$ cat config.mk
export PLATFORM = sky130hd
export DESIGN_NAME = intersection_phase_scheduler
export DESIGN_NICKNAME = d
export VERILOG_FILES = /design/src/rtl/intersection_phase_scheduler.sv
export SDC_FILE = /design/constraint.sdc
export NUM_CORES = 1
export LEC_CHECK = 0
export ABC_AREA = 1
export CELL_PAD_IN_SITES_DETAIL_PLACEMENT = 2
export CELL_PAD_IN_SITES_GLOBAL_PLACEMENT = 2
export CORE_ASPECT_RATIO = 1.75
export CORE_MARGIN = 2
export CORE_UTILIZATION = 30
export CTS_CLUSTER_DIAMETER = 40
export DETAILED_ROUTE_END_ITERATION = 8
export PLACE_DENSITY_LB_ADDON = 0.1
export SETUP_SLACK_MARGIN = 0.1
export SYNTH_ARGS = -nofsm -noshare
export SYNTH_HDL_FRONTEND = slang
export SYNTH_SLANG_ARGS = --single-unit
$ cat constraint.sdc
create_clock -name clk -period 5.1 [get_ports clk]
set_input_delay 0.765 -clock clk [delete_from_list [all_inputs] [get_ports clk]]
set_output_delay 0.765 -clock clk [all_outputs]
set_load 0.02 [all_outputs]
$ cat src/rtl/intersection_phase_scheduler.sv
// Round-robin green-phase scheduler with min/max green, yellow, all-red clearance and emergency preemption.
// Lamps are registered and change one clk after the deciding condition; there is no backpressure, and the timer advances only on tick.
module intersection_phase_scheduler #(
  parameter int N_APPR    = 4,
  parameter int ID_W      = 2,
  parameter int CNT_W     = 8,
  parameter int MIN_GREEN = 10,
  parameter int MAX_GREEN = 40,
  parameter int YELLOW_T  = 4,
  parameter int ALLRED_T  = 2
) (
  input  logic              clk,
  input  logic              rst,
  input  logic              tick,
  input  logic [N_APPR-1:0] req,
  input  logic              preempt,
  input  logic [ID_W-1:0]   preempt_id,
  output logic [N_APPR-1:0] green,
  output logic [N_APPR-1:0] yellow,
  output logic [N_APPR-1:0] red,
  output logic [ID_W-1:0]   active_id,
  output logic              green_start
);

  typedef enum logic [1:0] {S_RED, S_GREEN, S_YELLOW} state_t;

  localparam logic [CNT_W-1:0] T_MIN    = CNT_W'(MIN_GREEN);
  localparam logic [CNT_W-1:0] T_MAX    = CNT_W'(MAX_GREEN);
  localparam logic [CNT_W-1:0] T_YELLOW = CNT_W'(YELLOW_T);
  localparam logic [CNT_W-1:0] T_ALLRED = CNT_W'(ALLRED_T);

  state_t            state;
  logic [CNT_W-1:0]  timer;
  logic [CNT_W-1:0]  timer_nxt;
  logic              sel_vld;
  logic [ID_W-1:0]   sel_id;
  logic [N_APPR-1:0] sel_mask;
  logic [N_APPR-1:0] act_mask;
  logic              others;
  logic              gap_out;
  logic              max_out;

  assign timer_nxt = (tick && (timer != {CNT_W{1'b1}})) ? timer + CNT_W'(1) : timer;
  assign sel_mask  = N_APPR'(1) << sel_id;
  assign act_mask  = N_APPR'(1) << active_id;
  assign others    = |(req & ~act_mask);
  assign gap_out   = (timer >= T_MIN) && !req[active_id] && others;
  assign max_out   = (timer >= T_MAX) && others;
  assign red       = ~(green | yellow);

  // Round-robin distance from active_id; active_id itself sits at distance N_APPR, i.e. last.
  always_comb begin
    int best;
    int d;
    sel_vld = 1'b0;
    sel_id  = active_id;
    best    = N_APPR + 1;
    d       = 0;
    if (preempt) begin
      sel_vld = 1'b1;
      sel_id  = preempt_id;
    end else begin
      for (int j = 0; j < N_APPR; j++) begin
        d = j - int'(active_id);
        if (d <= 0) d = d + N_APPR;
        if (req[j] && (d < best)) begin
          best    = d;
          sel_vld = 1'b1;
          sel_id  = ID_W'(j);
        end
      end
    end
  end

  always_ff @(posedge clk or posedge rst) begin
    if (rst) begin
      state       <= S_RED;
      timer       <= T_ALLRED;
      active_id   <= '0;
      green       <= '0;
      yellow      <= '0;
      green_start <= 1'b0;
    end else begin
      green_start <= 1'b0;
      timer       <= timer_nxt;
      case (state)
        S_RED: begin
          if ((timer >= T_ALLRED) && sel_vld) begin
            state       <= S_GREEN;
            timer       <= '0;
            active_id   <= sel_id;
            green       <= sel_mask;
            green_start <= 1'b1;
          end
        end
        S_GREEN: begin
          // An active preempt overrides gap/max logic: either leave now or hold indefinitely.
          if (preempt ? (preempt_id != active_id) : (gap_out || max_out)) begin
            state  <= S_YELLOW;
            timer  <= '0;
            green  <= '0;
            yellow <= act_mask;
          end
        end
        S_YELLOW: begin
          if (timer >= T_YELLOW) begin
            state  <= S_RED;
            timer  <= '0;
            yellow <= '0;
          end
        end
        default: begin
          state  <= S_RED;
          timer  <= '0;
          green  <= '0;
          yellow <= '0;
        end
      endcase
    end
  end

endmodule

### After elaboration in Yosys (flattened, before gate mapping)

Cells that the tools add are included.

| cells by class | value |
|---|---|
| $add $sub $neg | 9 |
| $lt $le $gt $ge | 13 |
| equal/unequal tests | 7 |
| shift-type cells | 2 |
| mux-type cells | 44 |
| bitwise gates (word level) | 6 |
| reductions and logical operators | 17 |

Operators by type and width:

| kind | count |
|---|---|
| 32-bit 2-to-1 mux | 14 |
| 32-bit < comparator | 3 |
| 32-bit by 4-bit < comparator with 1-bit output (second input constant) | 1 |
| 8-bit 2-to-1 mux | 4 |
| 4-bit case mux with 3 select lines | 2 |
| 8-bit case mux with 3 select lines | 1 |
| 3-bit by 4-bit adder with 5-bit output (second input constant) | 4 |
| 2-bit 2-to-1 mux | 8 |
| 4-bit 2-to-1 mux | 4 |
| 3-bit by 1-bit <= comparator with 1-bit output (second input constant) | 4 |
| 1-bit logical AND | 9 |
| 1-bit 2-to-1 mux | 9 |
| 3-bit AND reduction | 3 |
| 8-bit by 1-bit adder with 8-bit output (second input constant) | 1 |
| 8-bit by 2-bit greater-or-equal comparator with 1-bit output (second input constant) | 1 |
| 8-bit by 3-bit greater-or-equal comparator with 1-bit output (second input constant) | 1 |
| 8-bit by 4-bit greater-or-equal comparator with 1-bit output (second input constant) | 1 |
| 8-bit by 6-bit greater-or-equal comparator with 1-bit output (second input constant) | 1 |
| 8-bit != test (second input constant) | 1 |
| 4-bit NOT | 2 |
| 1-bit by 2-bit << shifter with 4-bit output (first input constant) | 2 |
| 2-bit != test (second input constant) | 3 |
| 2-bit case mux with 3 select lines | 1 |
| 1-bit by 2-bit subtractor with 3-bit output (first input constant) | 2 |
| 14 further kinds | 16 |

| word-level totals | value |
|---|---|
| register bits | 21 |
| input bits | 10 |
| output and inout port bits | 15 |

### Logic depth before layout (Yosys ltp)

Gate-level depths: netlist of the first run.

| depth | value |
|---|---|
| word-level depth | 23 |
| depth in mapped cells | 34 |
| gate-level depth less buffers | 33 |

### Worst setup path before layout of the first run

Ideal clock, no wire load.

| path | value |
|---|---|
| kind | reg2reg |
| from | register active_id[1] |
| to | register green[0] |
| setup time | 0.065 ns |
| arrival time | 3.762 ns |
| data required time | 5.035 ns |
| setup slack | 1.274 ns |
| cell stages (with the launch flop) | 34 |
| path buffers | 1 |
| cells stage by stage | dfrtp_1 -> clkbuf_1 -> inv_1 -> ha_1 -> nand2_1 -> inv_1 -> ha_1 -> inv_1 -> a21oi_1 -> nand2_1 -> nand2_1 -> nand2_2 -> nand2_1 -> nor2_1 -> a21oi_1 -> ha_1 -> nand2_1 -> nand2_1 -> nand2_1 -> nand2_1 -> nand2_1 -> nand2_2 -> nand2_1 -> o21ai_0 -> ha_1 -> nand2_1 -> nand2_1 -> nand2_2 -> nand2_2 -> nand2_2 -> nand2_2 -> a21oi_1 -> nand2_1 -> nand2_1 |

| between the ends | value |
|---|---|
| word-level cells in the longest chain between the ends | 23 |
| elaborated cells between the ends (all ways) | 64 |
| those cells by class | 8 x add/sub; 8 x order compare; 3 x eq/ne; 2 x shift; 29 x mux; 2 x bitwise; 12 x reduce/logical |

Ends and longest elaborated chain:

| item | line | source |
|---|---|---|
| start: declaration | 21 | `output logic [ID_W-1:0] active_id,` |
| start signal: assignment | 91 | `active_id <= sel_id;` |
| 1-bit by 2-bit subtractor with 3-bit output | 64 | `d = j - int'(active_id);` |
| 3-bit by 4-bit adder with 5-bit output / 3-bit by 1-bit <= comparator with 1-bit output (equally long branches) | 65 | `if (d <= 0) d = d + N_APPR;` |
| 32-bit 2-to-1 mux | 65 |  |
| 32-bit 2-to-1 mux | 59 | `if (preempt) begin` |
| 32-bit by 4-bit < comparator with 1-bit output | 66 | `if (req[j] && (d < best)) begin` |
| 1-bit logical AND | 66 |  |
| 32-bit 2-to-1 mux | 66 |  |
| 32-bit 2-to-1 mux | 59 |  |
| [... 7 more ...] | n/a |  |
| 32-bit 2-to-1 mux | 59 |  |
| 32-bit < comparator | 66 |  |
| 1-bit logical AND | 66 |  |
| 2-bit 2-to-1 mux / 1-bit 2-to-1 mux (equally long branches) | 66 |  |
| 2-bit 2-to-1 mux / 1-bit 2-to-1 mux (equally long branches) | 59 |  |
| 1-bit by 2-bit << shifter with 4-bit output / 1-bit logical AND (equally long branches) | 44, 88 |  |
| 4-bit 2-to-1 mux / 2-bit != test (equally long branches) | n/a |  |
| 4-bit case mux with 3 select lines / 3-bit AND reduction (equally long branches) | n/a |  |
| end signal: assignment | 92 | `green <= sel_mask;` |
| end: declaration | 18 | `output logic [N_APPR-1:0] green,` |

Several ways; a longest one is shown, not always the timed one. The select of a mux whose other input is x is not followed.
A chain may end at the register's enable or synchronous reset.

### Worst setup path in the final report of the first run

| path | value |
|---|---|
| from | register active_id[1] |
| to | register green[1] |

The elaborated chain is that of the path after synthesis.

==> reports/results.tsv, run 1 <==
metric	value	unit
Min-Delay Path Class	flip-flop to flip-flop	
RSZ-0062 raised after global routing	false	
CTS resizes	0	
Avg Inst Size Synth	7.00	sq um
vias in the first global route	1747	
worst skew pair latency	0.26	ns
leakage power	0.00101	uW
Clk Tree Root Cell	clkbuf_8	
slowest stage delay, CP	0.37	ns
share of layout cells above drive strength 1	8.05	%
drt pass-1 iters	3	
grt total ovfl	0	
setup violators final	0	
post-CTS repair timing setup buffer count	0	
design area	1990	sq um
Slew headroom	43.9	%
RD Place Congestion	0.771	
cts bufs inserted	3	
Yosys reg bits	21	
CORE AREA	5260	sq um
Placed Area	1940	sq um
Final Hold Fails	0	
worst path arrival time	4.20	ns
EDFF count, synth	0	
Worst Hold Path Cells	2	
Peak Freq	0.250	GHz
Worst-Margin Slew	0.841	ns
crit-path max FO	7	
H-tree depth	1	
IO Pins	25	
clock skew	0.00546	ns
Worst Setup Path Type	flip-flop to flip-flop	
initial antenna violation count	0	
CTS tree	yes	
Initial Util	31.0	%
Post-synth ARST share	100	%
fin. max-slew vios	0	
Power per Cell Area	551	nW/um^2
Layout area overhead	22.0	%
total track usage	18.0	%
clk buf depth	2	
Worst Setup Start Kind	flip-flop	
Routed Antenna Nets	0	
Die Area	6060	sq um
period utilisation layout	78.5	%
Syn Std Cell Area	1630	sq um
ant diodes	0	
reg2reg path depth	28	
routed len/inst	15.7	um
die height	102	um
Synthesized Nets	259	
Synth top area share	30.7	%
YS warnings	0	
DR vias	1615	
Max Cap Viol	0	
worst path required time	5.29	ns
Post-CTS Hold Fix Bufs	0	
vias per cell	5.11	
DRC Markers	0	
Post-Synthesis Cells	233	
crit-path most repeated cell	nand2_1	
first-pass GRT wire length	8290	um
# clock sinks	21	
Die Width	59.7	um
Nets	288	
IO Port Bufs	24	
hold_ws	0.527	ns
Rows	35	
setup TNS	0	ns
post-synth top area cell	dfrtp_1	
post-layout min period	4.00	ns
Crit-path slowest cell	dfrtp_1	
Synth area leaders	dfrtp_1 (31%), nand2_1 (13%), ha_1 (12%)	
largest net degree at the start of global routing	22	
sequential share of the synthesized area	32.3	%
# fillers	644	
top_reg_cell synth	dfrtp_1	
status	finished, final reports clean	
Yosys cell types	30	
power consumption	1100	uW
drt first-iter violations	33	
DP HPWL	4300	um
Worst VDD drop	168	uV
CP Capture Type	flip-flop	
Routed WL	4960	um
CTS clk-pin slew, worst paths	0.08	ns
## where the power goes
part           internal (uW)  switching [uW]
Combinational            267             462
Clock                   54.3            54.3
Sequential               217            42.3
## logic make-up (layout without fill, tap and decap cells)
logic type      after synthesis  count (layout)  share of synthesized area (%)
flops                        21              21                           32.3
simple gates                102             102                           27.3
xor+xnor                      2               2                           1.07
compound gates               51              51                           17.3
buf+inv                      39              67                           9.21
fa+ha+maj                    16              16                           12.3
other cells                   2               2                          0.461
## critical path, delay by kind of cell, from the launching register on
kind	cells	cell delay, ns
AO/OA/AOI/OAI	4	0.87
adder cells (fa/ha/maj)	4	1.13
buffers and inverters	3	0.22
flip-flops	1	0.37
AND/OR/NAND/NOR	17	1.36
## final timing paths
| path | from | endpoint | slack (ns) |
|---|---|---|---|
| min reg2reg | green[2] | green[2] | 0.53 |
| max reg2reg | active_id[1] | green[1] | 1.10 |
| min in group asynchronous | rst | timer[4] | 0.97 |
| max | active_id[1] | green[1] | 1.10 |
| min | green[2] | green[2] | 0.53 |
| max in group asynchronous | rst | green[1] | 3.61 |
## metrics by stage
stage / setup slack, ns / cells / util, %
after floorplan: 1.27 / 233 / -
after global placement: 1.06 / 312 / 37.0
after detailed placement: 0.966 / 312 / 37.0
after CTS: 1.02 / 316 / 37.9
after global routing: 0.677 / 316 / 37.9
final: 1.10 / 316 / 37.9
## per-layer routing
metal	global-route usage, %	share of wire [%]	vias up
met5	0	0	-
met4	5.81	1.4	0
met3	0.894	0.79	4
met2	38.4	64	13
met1	16.7	33	799
li1	-	-	799
## flip-flops by register name, indices dropped and copies added, names as in the netlist
register,flops
timer,8
active_id,2
yellow,4
state,2
green_start,1
green,4
## placed cells by master, fill, tap and decap left out, types with 2 or more instances in the layout
master           instances
o21ai_1                  2
nand2_2                  6
nand2_1                 57
xor2_1                   2
nor2_2                   2
buf_4                    2
a31oi_1                  2
nand3_1                  8
nand2_4                  2
clkbuf_8                 3
dfrtp_1                 20
conb_1                   2
nor2_1                  20
o21ai_0                 23
inv_1                   34
clkdlybuf4s50_1         24
ha_1                    16
o2111ai_1                2
a21oi_1                 17
inv_2                    2
nor3_1                   4
## cells in the mapped netlist, types with 2 or more instances
master / n
ha_1: 16
nand2_2: 6
a21oi_1: 17
conb_1: 2
nand3_1: 8
o2111ai_1: 2
nand2_1: 57
o21ai_1: 2
a31oi_1: 2
nand2_4: 2
o21ai_0: 23
nor2_1: 20
nor3_1: 4
nor2_2: 2
inv_1: 34
inv_2: 2
dfrtp_1: 20
xor2_1: 2
## area by class of cell
type / instances / area, sq um / area share [%]
well taps: 55 / 68.8 / 3.46
clock buffers: 3 / 41.3 / 2.08
repair buffers: 26 / 255 / 12.8
flip-flops and latches: 21 / 527 / 26.5
multi-input cells: 173 / 953 / 47.9
inverters: 37 / 139 / 6.98
clock inverters: 1 / 5.00 / 0.252
Note: power is estimated with default switching activity, not from simulation.
==> run 2: changes to the inputs <==
- clock period: 5.1 -> 3.9 ns (I/O delays scaled with it)
==> run 2 against run 1 <==
Compared with the run above:
- sequential share of layout area down 2.5 points
- core utilization up 4.0 points
- final area up 11%
- combinational power up 63%
- die area unchanged
- clock power up 32%
==> reports/results.tsv, run 2 (same netlist as run 1, synthesis figures left out) <==
metric	value	unit	change
RD Place Congestion	0.787		+2.1%
IO Pins	25		unchanged
Routed WL	5580	um	+13%
period utilisation layout	91.3	%	+13 points
Die Width	59.7	um	unchanged
vias per cell	5.20		+1.7%
Min-Delay Path Class	flip-flop to flip-flop		
power consumption	1670	uW	+52%
Final Hold Fails	0		unchanged
first-pass GRT wire length	8770	um	+5.7%
fin. max-slew vios	0		unchanged
CTS clk-pin slew, worst paths	0.08	ns	about the same
flip-flop count of the largest register after layout	8		unchanged
die height	102	um	unchanged
leakage power	0.00109	uW	+7.7%
Slew headroom	43.5	%	-0.37 points
ant diodes	0		unchanged
Rows	35		unchanged
CORE AREA	5260	sq um	unchanged
Worst-Margin Slew	0.846	ns	+0.00547 ns
worst path arrival time	3.72	ns	-0.48 ns
Die Area	6060	sq um	unchanged
area of the multi-input gates	1080	sq um	+13%
sw frac	50.9	%	about the same
grt total ovfl	0		unchanged
slowest stage delay, CP	0.38	ns	about the same
total track usage	19.4	%	+1.4 points
NetSw	850	uW	+52%
commonest non-fill, non-tap cell in the layout	nand2_1		
drt pass-1 iters	4		+1
Worst Setup Start Kind	flip-flop		
Max Cap Viol	0		unchanged
CTS tree	yes		
Layout area overhead	34.9	%	
Post-CTS Hold Fix Bufs	0		unchanged
drt first-iter violations	10		-70%
Worst VDD drop	238	uV	+41%
clock skew	0.00356	ns	-0.00190 ns
Clock power frac	8.6	%	-1.3 points
Peak Freq	0.281	GHz	+12%
# fillers	628		-2.5%
worst skew pair latency	0.26	ns	about the same
crit-path most repeated cell	nand2_1		
Clk Tree Root Cell	clkbuf_8		
Power per Cell Area	759	nW/um^2	+38%
IO Port Bufs	24		unchanged
RSZ-0062 raised after global routing	true		
Nets	300		+4.2%
DP HPWL	4510	um	+4.8%
setup violators final	0		unchanged
cts bufs inserted	3		unchanged
Register Area	527	sq um	unchanged
combinational share of power	71.0	%	+4.6 points
H-tree depth	1		unchanged
share of layout cells above drive strength 1	18.7	%	+11 points
routed len/inst	17.0	um	+8.5%
Util after Layout	41.9	%	+4.0 points
post-layout min period	3.56	ns	-0.442 ns
Flop pwr share	20.4	%	-3.3 points
Routed Antenna Nets	0		unchanged
P_int	820	uW	+52%
status	finished, final reports clean		
# clock sinks	21		unchanged
Crit-path slowest cell	dfrtp_1		
biggest regs	timer: 8 flops, green: 4 flops, yellow: 4 flops		
setup TNS	0	ns	unchanged
initial antenna violation count	0		unchanged
DRC Markers	0		unchanged
largest net degree at the start of global routing	22		unchanged
clk buf depth	2		unchanged
vias in the first global route	1843		+5.5%
crit-path max FO	6		-1
Worst Setup Path Type	flip-flop to flip-flop		
Top reg by flops	timer		
most frequent cells in the layout	nand2_1 (51), inv_1 (32), clkdlybuf4s50_1 (24)		
Initial Util	31.0	%	unchanged
CP Capture Type	flip-flop		
worst path required time	4.06	ns	-1.23 ns
DR vias	1705		+5.6%
[run 2: cell count changes in the layout (fill, tap and decap cells not counted), moves of 3 or more]
cell / before / now
a21oi_1: 17 / 13
nand2_2: 6 / 9
a21oi_2: 0 / 3
buf_4: 2 / 13
nand2_1: 57 / 51
[run 2: layout make-up]
| class | count | area share [%] |
|---|---|---|
| Clock inverter | 1 | 0.228 |
| Multi-Input combinational cell | 174 | 49.1 |
| Timing Repair Buffer | 37 | 15.4 |
| Clock buffer | 3 | 1.88 |
| Sequential cell | 21 | 23.9 |
| Inverter | 37 | 6.31 |
| Tap cell | 55 | 3.13 |
[run 2: metrics by stage]
step	hold slack (ns)	instances	setup WS (ns)	area, sq um
after floorplan	0.507	233	0.167	1630
after global placement	0.506	317	0.111	1980
after detailed placement	0.523	317	-0.00256	1980
after CTS	0.543	321	0.107	2040
after global routing	0.579	328	0.0119	2200
final	0.537	328	0.339	2200
[run 2: timing repair]
item	4_1_cts	5_1_grt
endpoints found under the setup margin	6	16
setup buffers	0	6
pin swaps	0	7
gates resized for setup	3	25
cloned	0	1
[run 2: path summary, 6_finish.rpt]
path | startpoint | end | slack (ns) | cells after the start
min reg2reg | green[1] | green[1] | 0.54 | 2
min | green[1] | green[1] | 0.54 | 2
max reg2reg | active_id[1] | green[2] | 0.34 | 31
min in group asynchronous | rst | timer[4] | 0.79 | 2
max | active_id[1] | green[2] | 0.34 | 31
max in group asynchronous | rst | green_start | 2.59 | 2
[run 2: metal layers]
layer  part of all wire, %  vias to the layer above  track usage, %
met5                     0                        -               0
met4                   2.8                        0            7.35
met3                   1.1                       11            1.28
met2                    63                       24            41.3
met1                    33                      843            17.3
li1                      -                      827               -
[run 2: worst max-delay path, delay by kind of cell, from the launching register on]
kind,cells,cell delay [ns]
and+or+nand+nor,20,1.65
adders and majority gates,4,0.94
DFF,1,0.38
AOI/OAI and AO/OA,2,0.18
buffers and inverters,5,0.32
[run 2: power groups by stage]
stage               clock [uW]  combinational (uW)  sequential (uW)
global placement             0                 992              343
CTS                        148                1030              341
floorplan                    0                 582              387
detailed placement           0                1020              345
finish                     144                1190              340
global route               158                1320              351
==> run 3: changes to the inputs <==
- CTS_CLUSTER_SIZE: not set -> 20
==> results of run 3 <==
Final layout, timing and power as in run 2 (identical DEF).
